<file path="config.mk">
export PLATFORM = sky130hd
export DESIGN_NAME = stream_demux
export DESIGN_NICKNAME = d
export VERILOG_FILES = /design/src/rtl/stream_demux.sv
export SDC_FILE = /design/constraint.sdc
export NUM_CORES = 1
export LEC_CHECK = 0
export BUFFER_PORTS_ARGS = -buffer_cell sky130_fd_sc_hd__clkbuf_2
export CAP_MARGIN = 20
export CORE_ASPECT_RATIO = 0.5
export CORE_MARGIN = 2
export CORE_UTILIZATION = 40
export DETAILED_ROUTE_END_ITERATION = 7
export PLACE_DENSITY = 0.82
export SYNTH_ARGS = -nofsm -noshare
export SYNTH_HDL_FRONTEND = slang
export SYNTH_SLANG_ARGS = --single-unit
</file>
<file path="constraint.sdc">
create_clock -name clk -period 1.2 [get_ports clk]
set_input_delay 0.06 -clock clk [delete_from_list [all_inputs] [get_ports clk]]
set_output_delay 0.06 -clock clk [all_outputs]
set_load 0.01 [all_outputs]
</file>
<file path="src/rtl/stream_demux.sv">
// stream_demux: steers one valid/ready stream to one of N channels by one-hot select, through a single-entry output register.
// Define STREAM_DEMUX_SEL_CHECK_EN to drop zero/multi-hot selects, pulse err_o and count drops in drop_cnt_o.
module stream_demux #(
  parameter int N     = 4,
  parameter int W     = 32,
  parameter int CNT_W = 8
) (
  input  logic             clk,
  input  logic             rst,
  input  logic             in_valid_i,
  input  logic [W-1:0]     in_data_i,
  input  logic [N-1:0]     in_sel_i,
  output logic             in_ready_o,
  output logic [N-1:0]     out_valid_o,
  output logic [W-1:0]     out_data_o,
  input  logic [N-1:0]     out_ready_i,
  output logic             err_o,
  output logic [CNT_W-1:0] drop_cnt_o
);

  logic         full_q, full_d;
  logic [W-1:0] data_q, data_d;
  logic [N-1:0] sel_q, sel_d;
  logic         drn;
  logic         acc;
  logic         load;

  // Only the selected channel's ready matters; a stalled destination blocks the input.
  assign drn         = full_q & |(sel_q & out_ready_i);
  assign in_ready_o  = ~full_q | drn;
  assign acc         = in_valid_i & in_ready_o;
  assign out_valid_o = {N{full_q}} & sel_q;
  assign out_data_o  = data_q;

`ifdef STREAM_DEMUX_SEL_CHECK_EN
  logic             legal;
  logic             err_q, err_d;
  logic [CNT_W-1:0] cnt_q, cnt_d;

  // Exactly one bit set: nonzero, and clearing the lowest set bit leaves nothing.
  assign legal = (in_sel_i != '0) && ((in_sel_i & (in_sel_i - N'(1))) == '0);
  assign load  = acc & legal;

  always_comb begin
    err_d = 1'b0;
    cnt_d = cnt_q;
    if (acc && !legal) begin
      err_d = 1'b1;
      if (cnt_q != '1) cnt_d = cnt_q + CNT_W'(1);
    end
  end

  always_ff @(posedge clk) begin
    if (rst) begin
      err_q <= 1'b0;
      cnt_q <= '0;
    end else begin
      err_q <= err_d;
      cnt_q <= cnt_d;
    end
  end

  assign err_o      = err_q;
  assign drop_cnt_o = cnt_q;
`else
  assign load       = acc;
  assign err_o      = 1'b0;
  assign drop_cnt_o = '0;

  sel_onehot_a: assert property (@(posedge clk) disable iff (rst) in_valid_i |-> $onehot(in_sel_i));
`endif

  // A legal load on a draining cycle keeps full_q set: back-to-back with no bubble.
  always_comb begin
    full_d = full_q;
    data_d = data_q;
    sel_d  = sel_q;
    if (drn) full_d = 1'b0;
    if (load) begin
      full_d = 1'b1;
      data_d = in_data_i;
      sel_d  = in_sel_i;
    end
  end

  always_ff @(posedge clk) begin
    if (rst) begin
      full_q <= 1'b0;
      data_q <= '0;
      sel_q  <= '0;
    end else begin
      full_q <= full_d;
      data_q <= data_d;
      sel_q  <= sel_d;
    end
  end

endmodule

</file>
Word-level counts from Yosys, hierarchy flattened

Index checks and enable logic that the tools add are counted.
W data, S select, Z words.

Bits in registers: 37
Latch bits: 0
RAM bits: 0
Bits in read-only memories: 0
Input bits: 43
Output and inout bits: 46
Logic and storage cells: 13
Memories kept: 0

$add $sub $neg: 0
$mul: 0
Div/mod/pow operators: 0
$lt $le $gt $ge: 0
Equality and inequality tests: 0
Shift-type cells: 0
Multiplexer cells: 2
Bitwise gates (word level): 6
Reduce and logical (&&, ||, !) cells: 2

Operator list:

| kind               | count |
|---|---|
| $and A4 B4 Y4      | 2 |
| $reduce_or A4 Y1   | 1 |
| $and A1 B1 Y1      | 2 |
| $mux W1            | 2 |
| $reduce_bool A2 Y1 | 1 |
| $not A1 Y1         | 1 |
| $or A1 B1 Y1       | 1 |

Depth between registers and ports, before layout

Depth after elaboration: 6
Gate-level depth with buffers: 5
Mapped depth without buffers: 3

Least setup slack after synthesis

No wires, ideal clock.

Path kind: register to register
Start: register full_q
End: register data_q[26], in the netlist out_data_o[26]
Library setup time: 0.136 ns
Arrival time: 1.151 ns
Data required time: 1.064 ns
Path slack: -0.087 ns
Stages on the path, launching flop included: 6
Buffers on the path: 2
Clock period less this slack: 1.287 ns
Cell sequence: dfxtp_1 a21bo_2 buf_2 buf_2 a41oi_1 o311ai_1

Cells in the longest elaborated chain, start to end: 3
Elaborated cells on any way between the ends: 4
Those cells by class: 4 x bitwise

Ends and longest elaborated chain:

| item                                               | RTL line | text |
|---|---|---|
| start, declared                                    | 21       | `logic full_q, full_d;` |
| start signal, assigned                             | 92       | `full_q <= full_d;` |
| $and A1 B1 Y1 / $not A1 Y1 (equally long branches) | 29, 30   |  |
| $or A1 B1 Y1 *                                     | 30       | `assign in_ready_o = ~full_q \| drn;` |
| $and A1 B1 Y1 *                                    | 31       | `assign acc = in_valid_i & in_ready_o;` |
| end signal, assigned                               | 93       | `data_q <= data_d;` |
| end, declared                                      | 22       | `logic [W-1:0] data_q, data_d;` |

Mark *: on every way between the ends. The rest lies on a longest branch, timed or not.
A chain may end at the register's enable or synchronous reset.

Worst setup path after layout

Start: register sel_q[0]
End: output port in_ready_o

Cells in the longest elaborated chain, start to end: 4

Ends and longest elaborated chain:

| item                   | RTL line | text |
|---|---|---|
| start, declared        | 23       | `logic [N-1:0] sel_q, sel_d;` |
| start signal, assigned | 94       | `sel_q <= sel_d;` |
| $and A4 B4 Y4          | 29       | `assign drn = full_q & \|(sel_q & out_ready_i);` |
| $reduce_or A4 Y1       | 29       |  |
| $and A1 B1 Y1          | 29       |  |
| $or A1 B1 Y1           | 30       |  |
| end, declared          | 13       | `output logic in_ready_o,` |

No other way between the ends.

==> impl_metrics.ini <==
[critical_path]
crit_fanout = 3
r2r_start = sel_q[0]
startpoint_type = flop
reg2reg_slack_ns = -0.32
cp.arrival_ns = 1.50
path_delay_family = buffers and inverters
required_ns = 1.14
crit_start = sel_q[0]
cp-endpoint = in_ready_o
r2r_cells = 6
slowest_delay_ns = 0.41
cp_num_buf_inv = 3
worstSetupEndpointType = output port
cp_num_cells = 5
cp_cell_sequence = a222oi_1 -> buf_4 -> buf_12 -> nand2_4 -> buf_6
r2r-end = out_data_o[6]
critPathKind = flop to output port
cpMaxStageDelayCell = a222oi_1

[synthesis]
ys_seq_area_share_pct = 31.67
synth_warnings = 0
yosys.area_share.simple_pct = 28.25
ys_ff_latch = 37
synth_cells = 282
synthAdderAreaFrac_pct = 0
synth_mux_area_share_pct = 0
synth-compound-area-share_pct = 28.41
syn_area_um2 = 2338
synth_xor_area_share_pct = 0
synth_area_per_cell_um2 = 8.293
synth_top_family_by_area = compound AO/OA/AOI/OAI gates
synth_cell_types = 21

[finish]
fin_area_um2 = 3236
n_fill_cell = 470
final_common_cell = clkbuf_2
area_growth_pct = 38.36
antennaDiodeCount = 0
drive_gt1_share_pct = 37.08
layout.nets = 398

[clock_tree]
cts_sinks = 37
cts.clk_slew.worst_paths_ns = 0.06
cts_hold_buf = 0
htree_levels = 2
cts_buffers = 5
cts_root_buffer = clkbuf_16
cts_tree = yes
worstSkewPairLatency_ns = 0.28
clk_path_buf_depth = 2

[timing]
fin_crit_sh_pct = 130.0
slew_violations = 0
finalSetupViolCount = 38
clock-skew-final_ns = 0.003684
max_freq_ghz = 0.6408
hold_viol = 0
setup_ws_ns = -0.3605
finalCriticalPeriod_ns = 1.560
rsz0062_at_grt = yes

[pwr]
p_per_area_nw_per_um2 = 1260
p_leak_nw = 1.266
max-vdd-ir-drop_uv = 755.6
p_total_mw = 4.077

[grt]
grt_pass1_wl_um = 11850
antenna_found_initial = 0
grt_pass1_vias = 2600
grt_util_all_layers_pct = 22.09
grt_max_degree = 37
top_usage_layer = met2
use_met3_pct = 3.975
use_met2_pct = 39.76
use_met1_pct = 26.77
gr-total-overflow = 0

[floorplan]
die_w_um = 112.1
core_um2 = 5563
rows = 19
die_h_um = 58.07
dieArea_um2 = 6511
pin_count = 89
start_util_pct = 42.04

[placement]
globalplace.congestion = 0.7331
dpl_cell_area_um2 = 2872
hpwl_um = 4625
portBuffers = 79

[run_status]
status = finished with violations
violations = setup timing

[job]
drv_cap = 0

[route]
drt_iter0_drc = 170
avgViaCountPerCell = 6.403
vias = 2747
detail_route.wl_per_cell_um = 17.21
drc = 0
wl_um = 7384
ant_nets = 0
drt-pass1-iter-count = 4

[min_path]
hold_class = input pin to flop
==> layer usage <==
layer / vias to the layer above / routed length, um / share of wire [%]
met1: 1342 / 3160 / 43
li1: 1270 / - / -
met2: 116 / 3696 / 50
met3: 19 / 384 / 5.2
met5: - / 0 / 0
met4: 0 / 142 / 1.9
==> cells in the mapped netlist <==
cell / count / area [um^2]
nor3b_1: 35 / 262.8
nand3b_1: 1 / 7.510
nor2_1: 3 / 11.26
nand4_1: 35 / 219.0
o32ai_1: 1 / 8.760
nand2_1: 36 / 135.1
buf_4: 14 / 105.1
buf_2: 11 / 55.05
and2_1: 4 / 25.02
o311ai_1: 35 / 306.5
a21oi_1: 1 / 5.000
a41oi_1: 35 / 306.5
a21boi_1: 1 / 7.510
dfxtp_1: 37 / 740.7
a311o_1: 1 / 10.01
inv_1: 1 / 3.750
a222oi_1: 1 / 10.01
conb_1: 1 / 3.750
inv_2: 1 / 3.750
clkbuf_1: 27 / 101.4
a21bo_2: 1 / 10.01
==> sequential cells by signal, summed over array words and instances (netlist names) <==
signal,count
full_q,1
out_data_o,32
sel_q,4
==> stage by stage <==
step                      setup slack, ns  instances  util (%)  hold slack (ns)  setup TNS [ns]
after global routing              -0.4426        429     58.16          0.05207          -13.19
after floorplan                  -0.07681        290         -           0.2218          -2.735
after global placement            -0.1348        412     51.62           0.3221          -4.412
after detailed placement          -0.2368        412     51.62           0.3286          -6.592
final                             -0.3605        429     58.16          0.04211          -9.444
after CTS                         -0.3278        426     55.78          0.03228          -8.777
==> worst reg2reg max path: cells and delay by family (launching register included) <==
| family | cells | cell delay [ns] |
|---|---|---|
| buf+inv | 3 | 0.48 |
| flops | 1 | 0.32 |
| compound gates | 2 | 0.52 |
| simple gates | 1 | 0.11 |
==> final cells by class <==
type                       count  area [um^2]  area share (%)
tap                           73        91.34           2.823
timing repair buffer         110        814.5           25.17
clock buffer                   6        128.9           3.983
multi-input combinational    199         1440           44.51
clock inverter                 2        10.01          0.3094
sequential                    37        743.2           22.97
inverter                       2        7.507          0.2320
==> worst min path at each step <==
stage / from / end / cells past startpoint
6_report: in_data_i[10] / out_data_o[10] / 3
5_1_grt: in_data_i[3] / out_data_o[3] / 3
2_1_floorplan: in_data_i[0] / out_data_o[0] / 2
3_3_place_gp: in_data_i[12] / out_data_o[12] / 3
4_1_cts: rst / full_q / 2
3_5_place_dp: rst / full_q / 2
==> repair_timing <==
| item | 4_1_cts | 5_1_grt |
|---|---|---|
| gates resized for setup | 8 | 14 |
| cloned | 1 | 3 |
| pin swaps | 1 | 18 |
| buffers inserted | 7 | 1 |
| setup endpoints to repair | 38 | 38 |
==> power breakdown <==
group	internal, mW	switching (mW)	leakage, nW	total, mW
Clock	0.763	0.505	0.0706	1.27
Combinational	0.630	0.688	0.889	1.32
Sequential	1.38	0.114	0.306	1.49
Total	2.77	1.31	1.27	4.08
==> logic make-up (layout without fill, tap and decap cells) <==
kind of cell	Yosys count	count (layout)
AOI/OAI and AO/OA	76	76
DFF	37	37
other	1	9
buffers and inverters	54	120
and+or+nand+nor	114	114
No activity file was read; power rests on OpenSTA's default activity.
